<file path="src/rtl/myc64_bus_pkg.sv">
// Shared constants for the C64 bus slot arbiter: grant encodings, default
// phase timing and the VIC cycle-steal predicate.
package myc64_bus_pkg;

   localparam logic [2:0] GNT_VIC = 3'b001;
   localparam logic [2:0] GNT_CPU = 3'b010;
   localparam logic [2:0] GNT_EXT = 3'b100;

   localparam int DIV_DEF      = 8;
   localparam int PH2_OFS_DEF  = 4;
   localparam int CNT_RST_DEF  = 5;
   localparam int BA_GRACE_DEF = 3;

   // The VIC takes a phi2 slot once BA is low and the CPU write grace has run out.
   function automatic logic vic_steals(input logic ba, input logic grace_zero);
      return (!ba) && grace_zero;
   endfunction

endpackage

</file>
<file path="src/rtl/myc64_sync_fifo.sv">
// Single-clock FIFO with wrap-bit pointers; used for buffering loader writes.
module myc64_sync_fifo #(
   parameter int WIDTH = 8,
   parameter int DEPTH = 4
) (
   input  logic                     clk,
   input  logic                     rst_n,
   input  logic                     push,
   input  logic                     pop,
   input  logic [WIDTH-1:0]         din,
   output logic [WIDTH-1:0]         dout,
   output logic                     full,
   output logic                     empty,
   output logic [$clog2(DEPTH):0]   level
);

   localparam int PW = $clog2(DEPTH);
   localparam logic [PW:0] PTR_ONE = (PW + 1)'(1);

   logic [PW:0]      wr_ptr_q;
   logic [PW:0]      wr_ptr_d;
   logic [PW:0]      rd_ptr_q;
   logic [PW:0]      rd_ptr_d;
   logic [WIDTH-1:0] mem_q [DEPTH];
   logic             do_push_s;
   logic             do_pop_s;

   // Status decode and pointer advance; the top pointer bit separates full from empty.
   always_comb begin
      empty     = (wr_ptr_q == rd_ptr_q);
      full      = (wr_ptr_q[PW] != rd_ptr_q[PW]) && (wr_ptr_q[PW-1:0] == rd_ptr_q[PW-1:0]);
      level     = wr_ptr_q - rd_ptr_q;
      do_push_s = push && !full;
      do_pop_s  = pop && !empty;
      wr_ptr_d  = do_push_s ? (wr_ptr_q + PTR_ONE) : wr_ptr_q;
      rd_ptr_d  = do_pop_s ? (rd_ptr_q + PTR_ONE) : rd_ptr_q;
      dout      = mem_q[rd_ptr_q[PW-1:0]];
   end

   // Pointer registers.
   always_ff @(posedge clk or negedge rst_n) begin
      if (!rst_n) begin
         wr_ptr_q <= {(PW + 1){1'b0}};
         rd_ptr_q <= {(PW + 1){1'b0}};
      end else begin
         wr_ptr_q <= wr_ptr_d;
         rd_ptr_q <= rd_ptr_d;
      end
   end

   // Entry storage, cleared on reset so stale loader data never reaches memory.
   always_ff @(posedge clk or negedge rst_n) begin
      if (!rst_n) begin
         for (int i = 0; i < DEPTH; i++) begin
            mem_q[i] <= {WIDTH{1'b0}};
         end
      end else if (do_push_s) begin
         mem_q[wr_ptr_q[PW-1:0]] <= din;
      end
   end

endmodule

</file>
<file path="src/rtl/myc64_bus_slot_arb.sv">
// C64 phase generator and shared-memory slot arbiter between VIC, CPU and an
// external loader, with BA cycle stealing and a buffered loader write path.
module myc64_bus_slot_arb
   import myc64_bus_pkg::*;
#(
   parameter int DIV       = DIV_DEF,
   parameter int PH2_OFS   = PH2_OFS_DEF,
   parameter int CNT_RST   = CNT_RST_DEF,
   parameter int AW        = 16,
   parameter int DW        = 8,
   parameter int EXT_DEPTH = 4,
   parameter int BA_GRACE  = BA_GRACE_DEF
) (
   input  logic          clk,
   input  logic          rst,
   output logic          o_ph1_en,
   output logic          o_ph2_en,
   output logic          o_vic_cycle,
   input  logic [AW-1:0] i_vic_addr,
   input  logic          i_vic_ba,
   input  logic [AW-1:0] i_cpu_addr,
   input  logic          i_cpu_we,
   input  logic [DW-1:0] i_cpu_wdata,
   output logic          o_cpu_rdy,
   input  logic          i_ext_valid,
   input  logic [AW-1:0] i_ext_addr,
   input  logic [DW-1:0] i_ext_data,
   output logic          o_ext_ready,
   output logic [AW-1:0] o_mem_addr,
   output logic          o_mem_we,
   output logic [DW-1:0] o_mem_wdata,
   output logic [2:0]    o_grant
);

   localparam int CW = (DIV > 1) ? $clog2(DIV) : 1;
   localparam int GW = (BA_GRACE > 0) ? $clog2(BA_GRACE + 1) : 1;
   localparam int LW = $clog2(EXT_DEPTH) + 1;
   localparam logic [CW-1:0] CNT_LAST   = CW'(DIV - 1);
   localparam logic [CW-1:0] CNT_PH2    = CW'(PH2_OFS);
   localparam logic [CW-1:0] CNT_INIT   = CW'(CNT_RST);
   localparam logic [GW-1:0] GRACE_INIT = GW'(BA_GRACE);

   logic [CW-1:0]    cnt_q;
   logic [CW-1:0]    cnt_d;
   logic [GW-1:0]    grace_q;
   logic [GW-1:0]    grace_d;
   logic [2:0]       grant_q;
   logic [2:0]       grant_d;
   logic [AW-1:0]    mem_addr_q;
   logic [AW-1:0]    mem_addr_d;
   logic             mem_we_q;
   logic             mem_we_d;
   logic [DW-1:0]    mem_wdata_q;
   logic [DW-1:0]    mem_wdata_d;
   logic             vic_cycle_q;
   logic             vic_cycle_d;
   logic             cpu_rdy_q;
   logic             cpu_rdy_d;

   logic             ph1_en_s;
   logic             ph2_en_s;
   logic             steal_s;
   logic             fifo_push_s;
   logic             fifo_pop_s;
   logic             fifo_full_s;
   logic             fifo_empty_s;
   logic [LW-1:0]    fifo_level_s;
   logic [AW+DW-1:0] fifo_dout_s;

   assign ph1_en_s    = (cnt_q == {CW{1'b0}});
   assign ph2_en_s    = (cnt_q == CNT_PH2);
   assign steal_s     = vic_steals(i_vic_ba, grace_q == {GW{1'b0}});
   assign fifo_push_s = i_ext_valid && !fifo_full_s;

   myc64_sync_fifo #(
      .WIDTH (AW + DW),
      .DEPTH (EXT_DEPTH)
   ) u_ext_fifo (
      .clk   (clk),
      .rst_n (rst),
      .push  (fifo_push_s),
      .pop   (fifo_pop_s),
      .din   ({i_ext_addr, i_ext_data}),
      .dout  (fifo_dout_s),
      .full  (fifo_full_s),
      .empty (fifo_empty_s),
      .level (fifo_level_s)
   );

   // Phase counter and BA grace counter next state.
   always_comb begin
      cnt_d = (cnt_q == CNT_LAST) ? {CW{1'b0}} : (cnt_q + CW'(1));
      if (i_vic_ba) begin
         grace_d = GRACE_INIT;
      end else if (ph2_en_s && (grace_q != {GW{1'b0}})) begin
         grace_d = grace_q - GW'(1);
      end else begin
         grace_d = grace_q;
      end
   end

   // Owner selection at each half-cycle boundary; all memory outputs hold in between.
   always_comb begin
      grant_d     = grant_q;
      mem_addr_d  = mem_addr_q;
      mem_we_d    = mem_we_q;
      mem_wdata_d = mem_wdata_q;
      vic_cycle_d = vic_cycle_q;
      cpu_rdy_d   = cpu_rdy_q;
      fifo_pop_s  = 1'b0;
      if (ph1_en_s) begin
         grant_d     = GNT_VIC;
         mem_addr_d  = i_vic_addr;
         mem_we_d    = 1'b0;
         mem_wdata_d = {DW{1'b0}};
         vic_cycle_d = 1'b0;
         // RDY predicts whether the coming phi2 slot will belong to the CPU.
         cpu_rdy_d   = !(steal_s || (fifo_level_s != {LW{1'b0}}));
      end else if (ph2_en_s) begin
         vic_cycle_d = 1'b1;
         if (steal_s) begin
            grant_d     = GNT_VIC;
            mem_addr_d  = i_vic_addr;
            mem_we_d    = 1'b0;
            mem_wdata_d = {DW{1'b0}};
         end else if (!fifo_empty_s) begin
            grant_d     = GNT_EXT;
            mem_addr_d  = fifo_dout_s[AW+DW-1:DW];
            mem_we_d    = 1'b1;
            mem_wdata_d = fifo_dout_s[DW-1:0];
            fifo_pop_s  = 1'b1;
         end else begin
            grant_d     = GNT_CPU;
            mem_addr_d  = i_cpu_addr;
            mem_we_d    = i_cpu_we;
            mem_wdata_d = i_cpu_wdata;
         end
      end else begin
         grant_d = grant_q;
      end
   end

   // State registers.
   always_ff @(posedge clk or negedge rst) begin
      if (!rst) begin
         cnt_q       <= CNT_INIT;
         grace_q     <= GRACE_INIT;
         grant_q     <= GNT_CPU;
         mem_addr_q  <= {AW{1'b0}};
         mem_we_q    <= 1'b0;
         mem_wdata_q <= {DW{1'b0}};
         vic_cycle_q <= 1'b0;
         cpu_rdy_q   <= 1'b1;
      end else begin
         cnt_q       <= cnt_d;
         grace_q     <= grace_d;
         grant_q     <= grant_d;
         mem_addr_q  <= mem_addr_d;
         mem_we_q    <= mem_we_d;
         mem_wdata_q <= mem_wdata_d;
         vic_cycle_q <= vic_cycle_d;
         cpu_rdy_q   <= cpu_rdy_d;
      end
   end

   assign o_ph1_en    = ph1_en_s;
   assign o_ph2_en    = ph2_en_s;
   assign o_vic_cycle = vic_cycle_q;
   assign o_cpu_rdy   = cpu_rdy_q;
   assign o_ext_ready = !fifo_full_s;
   assign o_mem_addr  = mem_addr_q;
   assign o_mem_we    = mem_we_q;
   assign o_mem_wdata = mem_wdata_q;
   assign o_grant     = grant_q;

endmodule

</file>
<file path="config.mk">
export PLATFORM = sky130hd
export DESIGN_NAME = myc64_bus_slot_arb
export DESIGN_NICKNAME = d
export VERILOG_FILES = /design/src/rtl/myc64_bus_pkg.sv /design/src/rtl/myc64_sync_fifo.sv /design/src/rtl/myc64_bus_slot_arb.sv
export SDC_FILE = /design/constraint.sdc
export NUM_CORES = 1
export LEC_CHECK = 0
export ABC_AREA = 1
export BUFFER_PORTS_ARGS = -buffer_cell sky130_fd_sc_hd__buf_4
export CELL_PAD_IN_SITES_DETAIL_PLACEMENT = 1
export CELL_PAD_IN_SITES_GLOBAL_PLACEMENT = 2
export CORE_ASPECT_RATIO = 0.75
export CORE_MARGIN = 3
export CORE_UTILIZATION = 37
export CTS_BUF_LIST = sky130_fd_sc_hd__clkbuf_2
export DETAILED_ROUTE_END_ITERATION = 12
export GPL_ROUTABILITY_DRIVEN = 1
export HOLD_SLACK_MARGIN = 0.1
export MAX_ROUTING_LAYER = met4
export PLACE_DENSITY = 0.95
export SYNTH_ARGS = -nofsm -noshare
export SYNTH_HDL_FRONTEND = slang
export SYNTH_SLANG_ARGS = --single-unit
</file>
<file path="constraint.sdc">
create_clock -name clk -period 4.8 [get_ports clk]
set_input_delay 0.24 -clock clk [delete_from_list [all_inputs] [get_ports clk]]
set_output_delay 0.24 -clock clk [all_outputs]
set_load 0.02 [all_outputs]
</file>
==> summary.txt <==
Outcome
  • Status: complete, no violations

Clock tree
  • CTS Buf Count: 17
  • Cts repair resizes: 0
  • CTS root buf: clkbuf_2
  • Clk pin slew, worst setup/hold paths: roughly 0.2 ns
  • Clock Latency Late Sink: ~0.73 ns
  • Clock sinks: between 100 and 150
  • Hold Buf Count CTS: 70
  • Max Root-Sink Buffers: 2
  • Setup bufs post-CTS: 0
  • CTS tree: built
  • H-tree depth: 4

Power and ir drop
  • Peak VDD IR: roughly 0.00020 V
  • Leak pwr: between 4 and 5 nW
  • Power per cell area: 528.8 mW/mm^2
  • Combinational cell fraction of total power: 46.2%
  • Sequential share of power: roughly two fifths
  • NetSw: between 2 and 2.5 mW
  • Switching part of the total: between 40% and 50%
  • Pint: roughly 2.4 mW
  • Clock network fraction of design power: 13.9%
  • Final total power: about 4.5 mW

Layout
  • Fraction of layout cells with a size suffix above 1: roughly 16%
  • Nets: ~1100
  • Multi-input gate area: about 0.0028 sq mm
  • FF/Latch Area: approximately 0.0034 sq mm
  • Core Util, Final: 47.79%
  • Ant. Diodes: 0
  • Layout area overhead: 25.35%
  • Filler instances: between 2000 and 2500

Run
  • Maxcap violations: 0

Routing
  • Vias post-DR: ~6200
  • Vias/cell: approximately 4.9
  • ANT nets after route: 0
  • DR iter-0 viols: about 480
  • Drt wl/cell: around 16 um
  • Router iterations before antenna repair: 4
  • Drt total wl: between 20000 and 25000 um
  • DRC: 0

Timing
  • Final worst slack: roughly 1.4 ns
  • Worst slew pin tran: roughly 1.1 ns
  • Final period util: approximately 71%
  • Fmax: between 0.2 and 0.3 GHz
  • Final Max Slew Viols: 0
  • Final hold vios: 0
  • RSZ-0062 raised after global routing: false
  • Max-slew headroom: 28.75%
  • Skew final: between 0.03 and 0.04 ns
  • Final setup TNS: 0 ns
  • Crit path time final: roughly 3.4 ns
  • Final setup fails: 0

Logic synthesis
  • Number of synthesized flops with an enable pin: 0
  • Register area share after synthesis: around 51%
  • Mapped Cells: 882
  • Netlist cell types: 27
  • Post-Synthesis Cell Area: approximately 0.0068 sq mm
  • Synth Flop Type: dfrtp_1
  • Synth Register Bits: between 100 and 150
  • Syn_area_per_cell: 7.700 sq um
  • FFs w/ async S/R, synth: between 90% and 100%
  • Syn_nets: about 960
  • Ys Warns: 0

Floorplan
  • Die area: 0.02003 sq mm
  • Ports: 102
  • Rows: between 40 and 50
  • Core area: 0.01781 sq mm
  • Die height: 123.3 um
  • Initial core utilization: around two fifths
  • Chip width: between 150 and 200 um

Place
  • Routability-driven placement congestion ratio: about 0.76
  • HPWL after DPL: ~13000 um
  • Port Buffers: about 100
  • Worst slack, placed: about 1.4 ns

Worst setup path
  • Reg2reg start: u_ext_fifo.rd_ptr_q[1]
  • R2R Setup Slk: 1.39 ns
  • Setup crit end kind: register
  • WP data required: approximately 5.4 ns
  • CP max FO: 62
  • WP data arrival: 4.03 ns
  • Reg2reg path depth: 10
  • CP endpoint: u_ext_fifo.mem_q[15]
  • CP Class: register to register
  • CP Launch Type: register
  • Worst R2R End: u_ext_fifo.mem_q[15]
  • Critical Path Start: u_ext_fifo.rd_ptr_q[1]

GRT
  • Pin count of the biggest net entering global routing: 86
  • Vias in the first global route: roughly 6600
  • Initial antenna violation count: 0
  • GR Overflow Total: 0
  • Global-route wire length before repair: around 35000 um
  • Total GRT Usage: roughly 23%

Hold path
  • Hold WC Path Type: input pin to register
## cells by family after synthesis
group           synth area share (%)
simple gates                   27.95
xor+xnor                      0.5159
flops                          50.59
fa+ha+maj                      2.321
buf+inv                        8.014
compound gates                 10.61
## cell usage after synthesis (2+ instances only)
cell | instances | area share [%]
nand2_1 | 364 | 20
dfrtp_1 | 131 | 48
o21ai_0 | 82 | 6.0
inv_1 | 66 | 3.6
nand3_1 | 65 | 4.8
a21oi_1 | 34 | 2.5
o21ai_1 | 28 | 2.1
nor2_1 | 21 | 1.2
clkbuf_1 | 19 | 1.1
buf_2 | 18 | 1.3
ha_1 | 11 | 2.0
inv_2 | 7 | 0.39
buf_4 | 6 | 0.66
dfstp_2 | 6 | 2.3
buf_6 | 5 | 0.83
nand2_2 | 3 | 0.28
nor2_4 | 3 | 0.50
xor2_1 | 3 | 0.39
nand2_4 | 2 | 0.33
## placed cells by master (no fill, tap or decap), types with 2 or more instances in the layout
| master | instances |
|---|---|
| ha_1 | 11 |
| nand2_4 | 2 |
| nand3_1 | 65 |
| clkinv_2 | 4 |
| dlygate4sd3_1 | 70 |
| nor2_4 | 3 |
| clkbuf_2 | 27 |
| inv_1 | 65 |
| buf_4 | 105 |
| nand2_1 | 364 |
| a21oi_1 | 34 |
| o21ai_1 | 28 |
| dfrtp_1 | 131 |
| inv_2 | 8 |
| o21ai_0 | 82 |
| nand2_2 | 3 |
| dfstp_2 | 6 |
| nor2_1 | 21 |
| xor2_1 | 3 |
## power groups by stage
stage	Combinational, mW	Clock (mW)	Sequential (mW)
floorplan	1.51	0	1.74
global placement	1.97	0	1.81
detailed placement	2.04	0	1.82
CTS	2.10	0.641	1.79
global route	2.41	0.702	1.85
finish	2.08	0.625	1.80
## critical path: stages, from the launching register on
cell,delay [ns]
dfrtp_1,1.09
clkinv_1,0.25
ha_1,0.36
nand2_1,0.08
inv_2,0.14
nand2_4,0.14
nand2_8,0.25
nor2_8,0.43
inv_2,0.31
nand2_1,0.16
nand2_1,0.07
## per-layer routing
layer | global-route usage, % | part of all wire (%) | vias up
met5 | - | 0 | -
met3 | 4.421 | 4.7 | 6
met1 | 32.23 | 51 | 3022
met2 | 34.64 | 44 | 126
li1 | - | - | 3075
met4 | 4.315 | 0.29 | 0
## layout make-up
class                           instances  area share (%)
Clock inverter                          5          0.5879
Sequential cell                       137           40.36
Multi-Input combinational cell        622           33.02
Tap cell                              242           3.557
Clock buffer                           27           1.587
Timing Repair Buffer                  176           17.62
Inverter                               74           3.263
## through the flow
| step | cells | hold slack [ns] | instance area, sq um |
|---|---|---|---|
| 2_1_floorplan | 882 | -0.05559 | 6792 |
| 3_3_place_gp | 1181 | 0.3631 | 7627 |
| 3_5_place_dp | 1181 | 0.3751 | 7627 |
| 4_1_cts | 1283 | 0.1860 | 8513 |
| 5_1_grt | 1283 | 0.1792 | 8513 |
| 6_report | 1283 | 0.2564 | 8513 |
## how the worst min path moves through the flow
| stage | from | to | slack, ns | depth (start not counted) |
|---|---|---|---|---|
| 2_1_floorplan | rst | cnt_q[1] | -0.06 | 0 |
| 3_3_place_gp | rst | o_grant[2] | 0.36 | 1 |
| 3_5_place_dp | rst | o_vic_cycle | 0.38 | 1 |
| 4_1_cts | i_cpu_wdata[6] | o_mem_wdata[6] | 0.19 | 4 |
| 5_1_grt | i_cpu_wdata[6] | o_mem_wdata[6] | 0.18 | 4 |
| 6_report | i_cpu_wdata[6] | o_mem_wdata[6] | 0.26 | 4 |
## flip-flops by register name, indices dropped and copies added (netlist names), 2 cells and up
register             flops
cnt_q                    3
grace_q                  2
o_grant                  3
o_mem_addr              16
o_mem_wdata              8
u_ext_fifo.mem_q        96
u_ext_fifo.rd_ptr_q      3
u_ext_fifo.wr_ptr_q      3
No activity file was read; power rests on OpenSTA's default activity.
